===== src/rtl/adsr_envelope.sv =====
// rtl/adsr_envelope.sv - per-voice ADSR envelope with tick prescaler and registered duty scaling
// Optional env_done pulse output enabled by defining ADSR_DONE_PULSE_EN.
module adsr_envelope #(
    parameter int PRESCALE  = 256,
    parameter int LEVEL_MAX = 255
) (
    input  logic        clk,
    input  logic        reset,
    input  logic        gate,
    input  logic [7:0]  attack_rate,
    input  logic [7:0]  decay_rate,
    input  logic [7:0]  sustain_level,
    input  logic [7:0]  release_rate,
    input  logic [15:0] duty_in,
    output logic [15:0] duty_out,
    output logic [7:0]  env_level,
    output logic [2:0]  env_state,
`ifdef ADSR_DONE_PULSE_EN
    output logic        env_done,
`endif
    output logic        active
);

    localparam int CW = (PRESCALE > 1) ? $clog2(PRESCALE) : 1;
    localparam logic [CW-1:0] CNT_LAST = CW'(PRESCALE - 1);
    localparam logic [8:0]    LVL_MAX9 = 9'(LEVEL_MAX);

    typedef enum logic [2:0] {
        IDLE    = 3'd0,
        ATTACK  = 3'd1,
        DECAY   = 3'd2,
        SUSTAIN = 3'd3,
        RELEASE = 3'd4
    } state_t;

    state_t      state_q, state_d;
    logic [7:0]  level_q, level_d;
    logic [CW-1:0] cnt_q, cnt_d;
    logic        gate_q, gate_d;
    logic [15:0] duty_q, duty_d;
    logic        done_q, done_d;

    logic              tick;
    logic              rise;
    logic [8:0]        att_sum;
    logic signed [8:0] dec_diff;
    logic [23:0]       product;

    always_ff @(posedge clk or posedge reset) begin
        if (reset) begin
            state_q <= IDLE;
            level_q <= 8'd0;
            cnt_q   <= '0;
            gate_q  <= 1'b0;
            duty_q  <= 16'd0;
            done_q  <= 1'b0;
        end else begin
            state_q <= state_d;
            level_q <= level_d;
            cnt_q   <= cnt_d;
            gate_q  <= gate_d;
            duty_q  <= duty_d;
            done_q  <= done_d;
        end
    end

    always_comb begin
        tick     = (cnt_q == CNT_LAST);
        cnt_d    = tick ? '0 : cnt_q + 1'b1;
        gate_d   = gate;
        rise     = gate & ~gate_q;
        att_sum  = {1'b0, level_q} + {1'b0, attack_rate};
        dec_diff = $signed({1'b0, level_q}) - $signed({1'b0, decay_rate});
        product  = {8'd0, duty_in} * {16'd0, level_q};
        duty_d   = product[23:8];
        state_d  = state_q;
        level_d  = level_q;

        // Retrigger beats release, release beats tick arithmetic.
        if (rise) begin
            state_d = ATTACK;
        end else if (!gate && (state_q == ATTACK || state_q == DECAY || state_q == SUSTAIN)) begin
            state_d = RELEASE;
        end else begin
            case (state_q)
                IDLE: level_d = 8'd0;
                ATTACK: if (tick) begin
                    if (att_sum >= LVL_MAX9) begin
                        level_d = LVL_MAX9[7:0];
                        state_d = DECAY;
                    end else begin
                        level_d = att_sum[7:0];
                    end
                end
                DECAY: if (tick) begin
                    if (dec_diff <= $signed({1'b0, sustain_level})) begin
                        level_d = sustain_level;
                        state_d = SUSTAIN;
                    end else begin
                        level_d = dec_diff[7:0];
                    end
                end
                SUSTAIN: level_d = sustain_level;
                RELEASE: if (tick) begin
                    if (release_rate >= level_q) begin
                        level_d = 8'd0;
                        state_d = IDLE;
                    end else begin
                        level_d = level_q - release_rate;
                    end
                end
                default: begin
                    state_d = IDLE;
                    level_d = 8'd0;
                end
            endcase
        end

        // A coinciding rise redirects state_d to ATTACK, which suppresses the pulse.
        done_d = (state_q == RELEASE) && (state_d == IDLE);
    end

    always_comb begin
        env_state = state_q;
        env_level = level_q;
        duty_out  = duty_q;
        active    = (state_q != IDLE);
`ifdef ADSR_DONE_PULSE_EN
        env_done  = done_q;
`endif
    end

endmodule


===== config.mk =====
export PLATFORM = sky130hd
export DESIGN_NAME = adsr_envelope
export DESIGN_NICKNAME = d
export VERILOG_FILES = /design/src/rtl/adsr_envelope.sv
export SDC_FILE = /design/constraint.sdc
export NUM_CORES = 1
export LEC_CHECK = 0
export CAP_MARGIN = 20
export CORE_MARGIN = 1
export CORE_UTILIZATION = 50
export DETAILED_ROUTE_END_ITERATION = 12
export GPL_ROUTABILITY_DRIVEN = 0
export GPL_TIMING_DRIVEN = 0
export PLACE_DENSITY = 0.81
export SYNTH_ARGS = -nofsm -noshare
export SYNTH_HDL_FRONTEND = slang
export SYNTH_SLANG_ARGS = --single-unit

===== constraint.sdc =====
create_clock -name clk -period 7.05 [get_ports clk]
set_input_delay 1.41 -clock clk [delete_from_list [all_inputs] [get_ports clk]]
set_output_delay 1.41 -clock clk [all_outputs]
set_load 0.01 [all_outputs]

# ---- After elaboration in Yosys (flattened, before gate mapping)
# Cells that the tools add are included.
# W data, S select, Z words.
dict set report word_totals {
  inputBits 51
  output_inout_bits 28
  elab_cells 58
  ff_bits 36
}
dict set report op_classes {
  n_bitwise 4
  n_addsub 4
  n_lt_le_gt_ge 3
  n_reduce_logical 9
  multipliers 1
  muxes 17
  eq_ne 15
}
# cell n
set op_table {}
lappend op_table {{$mux W8} 7}
lappend op_table {{$pmux W8 S4} 1}
lappend op_table {{$mul A16 B8 Y24} 1}
lappend op_table {{$mux W3} 8}
lappend op_table {{$pmux W3 S4} 1}
lappend op_table {{$add A8 B8 Y9} 1}
lappend op_table {{$ge A9 B8 Y1 const B} 1}
lappend op_table {{$le A9 B9 Y1} 1}
lappend op_table {{$sub A8 B8 Y9} 1}
lappend op_table {{$add A8 B1 Y8 const B} 1}
lappend op_table {{$eq A8 B8 Y1 const B} 1}
lappend op_table {{$ge A8 B8 Y1} 1}
lappend op_table {{$ne A4 B2 Y1 const B} 2}
lappend op_table {{$ne A4 B3 Y1 const B} 2}
lappend op_table {{$ne A4 B4 Y1 const B} 2}
lappend op_table {{$sub A8 B8 Y8} 1}
lappend op_table {{$reduce_and A7 Y1} 1}
lappend op_table {{$eq A3 B2 Y1 const B} 2}
lappend op_table {{$ne A2 B2 Y1 const B} 3}
lappend op_table {{$reduce_and A5 Y1} 1}
lappend op_table {{$eq A3 B1 Y1 const B} 1}
lappend op_table {{$eq A3 B3 Y1 const B} 1}
lappend op_table {{$logic_not A3 Y1} 1}
lappend op_table {{$ne A3 B1 Y1 const B} 1}
lappend op_table {{other kinds (7)} 10}

# ---- Logic depth before layout (Yosys ltp)
dict set report depth {
  depth_word 7
  mapped_depth 18
  depth_no_buf 16
}

# ---- Least setup slack after synthesis
# Ideal clock, no wire load.
dict set report synth_path {
  path_kind {input to register}
  from {input duty_in[10]}
  to {register duty_q[15] (netlist: duty_out[15])}
  t_arrival_ps 5285
  n_path_buf 1
  setup_ps 80
  t_required_ps 6970
  path_slack_ps 1685
  stages 17
  path_cell_list {and2_1 > fa_1 > inv_1 > fa_1 > inv_1 > fa_1 > inv_1 > fa_1 > inv_1 > ha_1 > clkbuf_1 > and4_1 > and3_1 > a221oi_1 > o31ai_1 > a21oi_1 > xnor2_1}
}
dict set report synth_via {
  elab_chain_cells 1
}
# item line
set synth_rtl {}
lappend synth_rtl {{start: declaration} 14} ;# input logic [15:0] duty_in,
lappend synth_rtl {{$mul A16 B8 Y24} 74} ;# product = {8'd0, duty_in} * {16'd0, level_q};
lappend synth_rtl {{named net product[23]} 47} ;# logic [23:0] product;
lappend synth_rtl {{end signal: assignment} 62} ;# duty_q <= duty_d;
lappend synth_rtl {{end: declaration} 40} ;# logic [15:0] duty_q, duty_d;
# The timed path passes the listed nets, and every way through them passes these cells.
# A chain may end at the register's enable or synchronous reset.

# ---- Worst setup path after layout
dict set report layout_path {
  from {input duty_in[5]}
  to {register duty_q[11] (netlist: duty_out[11])}
}
# The elaborated chain is that of the path after synthesis.

==> qor.yml <==
synth-seq-cells: 36
grt_start_max_net_pins: 37
worstMarginPinSlew_ns: 0.780
num_vias: 6130
leakage_uw: 0.00409
cts_root_buffer: "clkbuf_16"
synth-main-ff-cell: "dfrtp_1"
n_fill_cell: 1228
peakVddDrop_v: 0.0000823
cts_tree: "yes"
max-cap-violations: 0
diodes: 0
syn_area_um2: 6990
final_core_util_pct: 60.5
drt-initial-drc-count: 582
hpwl_um: 13400
rsz0062_at_grt: "no"
rows: 42
syn_avg_cell_area_um2: 8.60
grt_first_pass_wirelength_um: 29700
synthCells: 813
clock_tree.buffer_depth: 2
critPathCaptureType: "flip-flop"
dp_cells: 1067
status: "finished, final reports clean"
reg2reg_depth: 16
async_flop_share_pct: 100
path_class: "primary input to flip-flop"
clk_pin_slew_ns: 0.06
synth_fp_nets: 1024
drt_drc_violations_left: 0
grt_pass1_vias: 6174
top_level_ports: 79
route.detailed.wl_per_inst_um: 16.2
clock_sinks: 36
relSlewSlack_pct: 47.9
synth_edf_count: 0
setup_ws_ns: 0.834
cts_buffers: 5
start_kind: "primary input"
path_max_fanout: 8
cts_htree_levels: 2
powerDensity_nw_per_um2: 77.6
antenna_found_initial: 0
reg2reg_to: "duty_out[11]"
hold_path_class: "flip-flop to flip-flop"
hold_violations: 0
io_buffers: 78
setup_viol: 0
finalClockSkew_ns: 0.00868
crit_arrival_ns: 6.37
initial_core_util_pct: 52.0
multi_input_area_um2: 5470
reg2reg_from: "env_level[2]"
worstPathRequired_ns: 7.21
stdcell_count: 1075
min_period_over_period_pct: 88.2
holdWs_ns: 0.472
post-route-min-period_ns: 6.22
fin_tns_setup_ns: 0
dieWidth_um: 120
cts_resized: 0
synthTopCellsByArea: "fa_1 (25%), ha_1 (13%), dfrtp_1 (13%), and2_1 (9.0%), inv_1 (7.9%)"
post-place-ws_ns: 0.578
nets: 1109
r2r_slack_ns: 1.36
slew_violations: 0
regArea_um2: 901
hp-start: "cnt_q[7]"
die_area_um2: 14500
synth_top_cell_area_share_pct: 24.6
ys_types: 69
fmax_mhz: 161
postCtsHoldBufs: 0
drt-total-wl_um: 17400
die_h_um: 120
core_um2: 13500
drive_gt1_share_pct: 2.89
synth_top_area_cell: "fa_1"
cts_setup_buffers: 0
synth_warnings: 0
whs_path_depth: 1
synthToLayoutAreaGrowth_pct: 16.4
worstHoldEndpoint: "cnt_q[7]"
firstDrtPassIters: 6
insertion_delay_ns: 0.28
grt_use_total_pct: 25.9
via_per_inst: 5.70
gr-total-overflow: 0
ys_seq_area_share_pct: 12.9
final_antenna_net_count: 0
==> logic make-up (layout without fill, tap and decap cells) <==
family	count (synthesis)	after routing	share of synthesized area [%]
AND/OR/NAND/NOR	255	255	19.9
flip-flops	36	36	12.9
adder cells (fa/ha/maj)	160	160	37.9
XOR/XNOR	33	33	4.13
AO/OA/AOI/OAI	164	164	16.0
multiplexers	2	2	0.304
buffers and inverters	163	249	8.87
==> per-layer routing <==
metal / wire length, um / up-vias / track usage (%)
met1: 7500 / 2980 / 35.5
met2: 8430 / 240 / 43.7
met4: 228 / 0 / 6.25
met3: 1200 / 18 / 2.97
met5: 0 / - / 0
li1: - / 2892 / -
==> registers in the layout (all words and copies together) (netlist names) <==
name,flops
duty_out,16
env_level,8
cnt_q,8
env_state,3
gate_q,1
==> critical path, cell delays in order <==
cell             delay, ns
clkdlybuf4s50_1       0.65
nand2_1               0.13
fa_1                  0.52
fa_1                  0.55
inv_1                 0.05
fa_1                  0.47
inv_1                 0.05
fa_1                  0.54
inv_1                 0.04
ha_1                  0.31
o211ai_1              0.11
a21boi_0              0.56
a21oi_1               0.23
o21bai_1              0.41
a21oi_1               0.15
xnor2_1               0.15
==> per-stage QoR <==
step | instance area [um2] | total power [uW]
finish | 8140 | 632
global placement | 7990 | 412
CTS | 8140 | 634
floorplan | 6990 | 329
detailed placement | 7990 | 413
global route | 8140 | 664
==> synth_stat cells, drive strengths merged, types with 3 or more instances <==
cell type and n:
a211oi 13, o21ai 24, xnor2 20, o21bai 5, fa 86, nor2 20
a31oi 6, clkbuf 12, nand3 17, ha 74, or3 5, o211ai 12
a21oi 46, o22ai 3, inv 148, o2111ai 4, buf 3, a21boi 4
o31ai 5, nor4 3, a211o 3, nand4 8, o221ai 4, dfrtp 36
nand2 61, xor2 13, o21a 6, nor3 9, a21o 10, and2 101
or2 5, nand2b 5, and3 8
==> layout by cell type (no fill, tap or decap), drive strengths merged, types with 4 or more instances in the layout <==
cell / n
o21a: 6
nand3: 17
or2: 5
ha: 74
nor3: 9
o2111ai: 4
clkbuf: 17
o31ai: 5
fa: 86
o211ai: 12
and3: 8
nand2b: 5
inv: 148
a31oi: 6
xor2: 13
and2: 101
a21oi: 46
a21boi: 4
o221ai: 4
nand2: 61
clkdlybuf4s50: 78
dfrtp: 36
nand4: 8
nor2: 20
o21ai: 24
a211oi: 13
xnor2: 20
a21o: 10
o21bai: 5
or3: 5
==> where the power goes <==
part,total [uW],switching (uW),internal (uW)
clock,218,88.1,130
combinational,190,103,86.2
sequential,224,12.1,212
==> layout make-up <==
class	instances	share of cell area, %
Clock buffer	5	1.54
Clock inverter	3	0.231
Sequential cell	36	11.1
Tap cell	176	2.71
Inverter	148	6.83
Timing Repair Buffer	78	9.59
Multi-Input combinational cell	614	67.2
Buffer	15	0.800
==> worst max-delay path by stage <==
stage,start,to,slack (ns),cells past startpoint
floorplan,duty_in[10],duty_out[15],1.69,17
detailed placement,duty_in[5],duty_out[8],0.58,16
global placement,duty_in[5],duty_out[11],0.62,16
CTS,duty_in[5],duty_out[8],0.87,16
global route,duty_in[5],duty_out[12],0.52,16
finish,duty_in[5],duty_out[11],0.83,16
(Power assumes the default switching activity.)
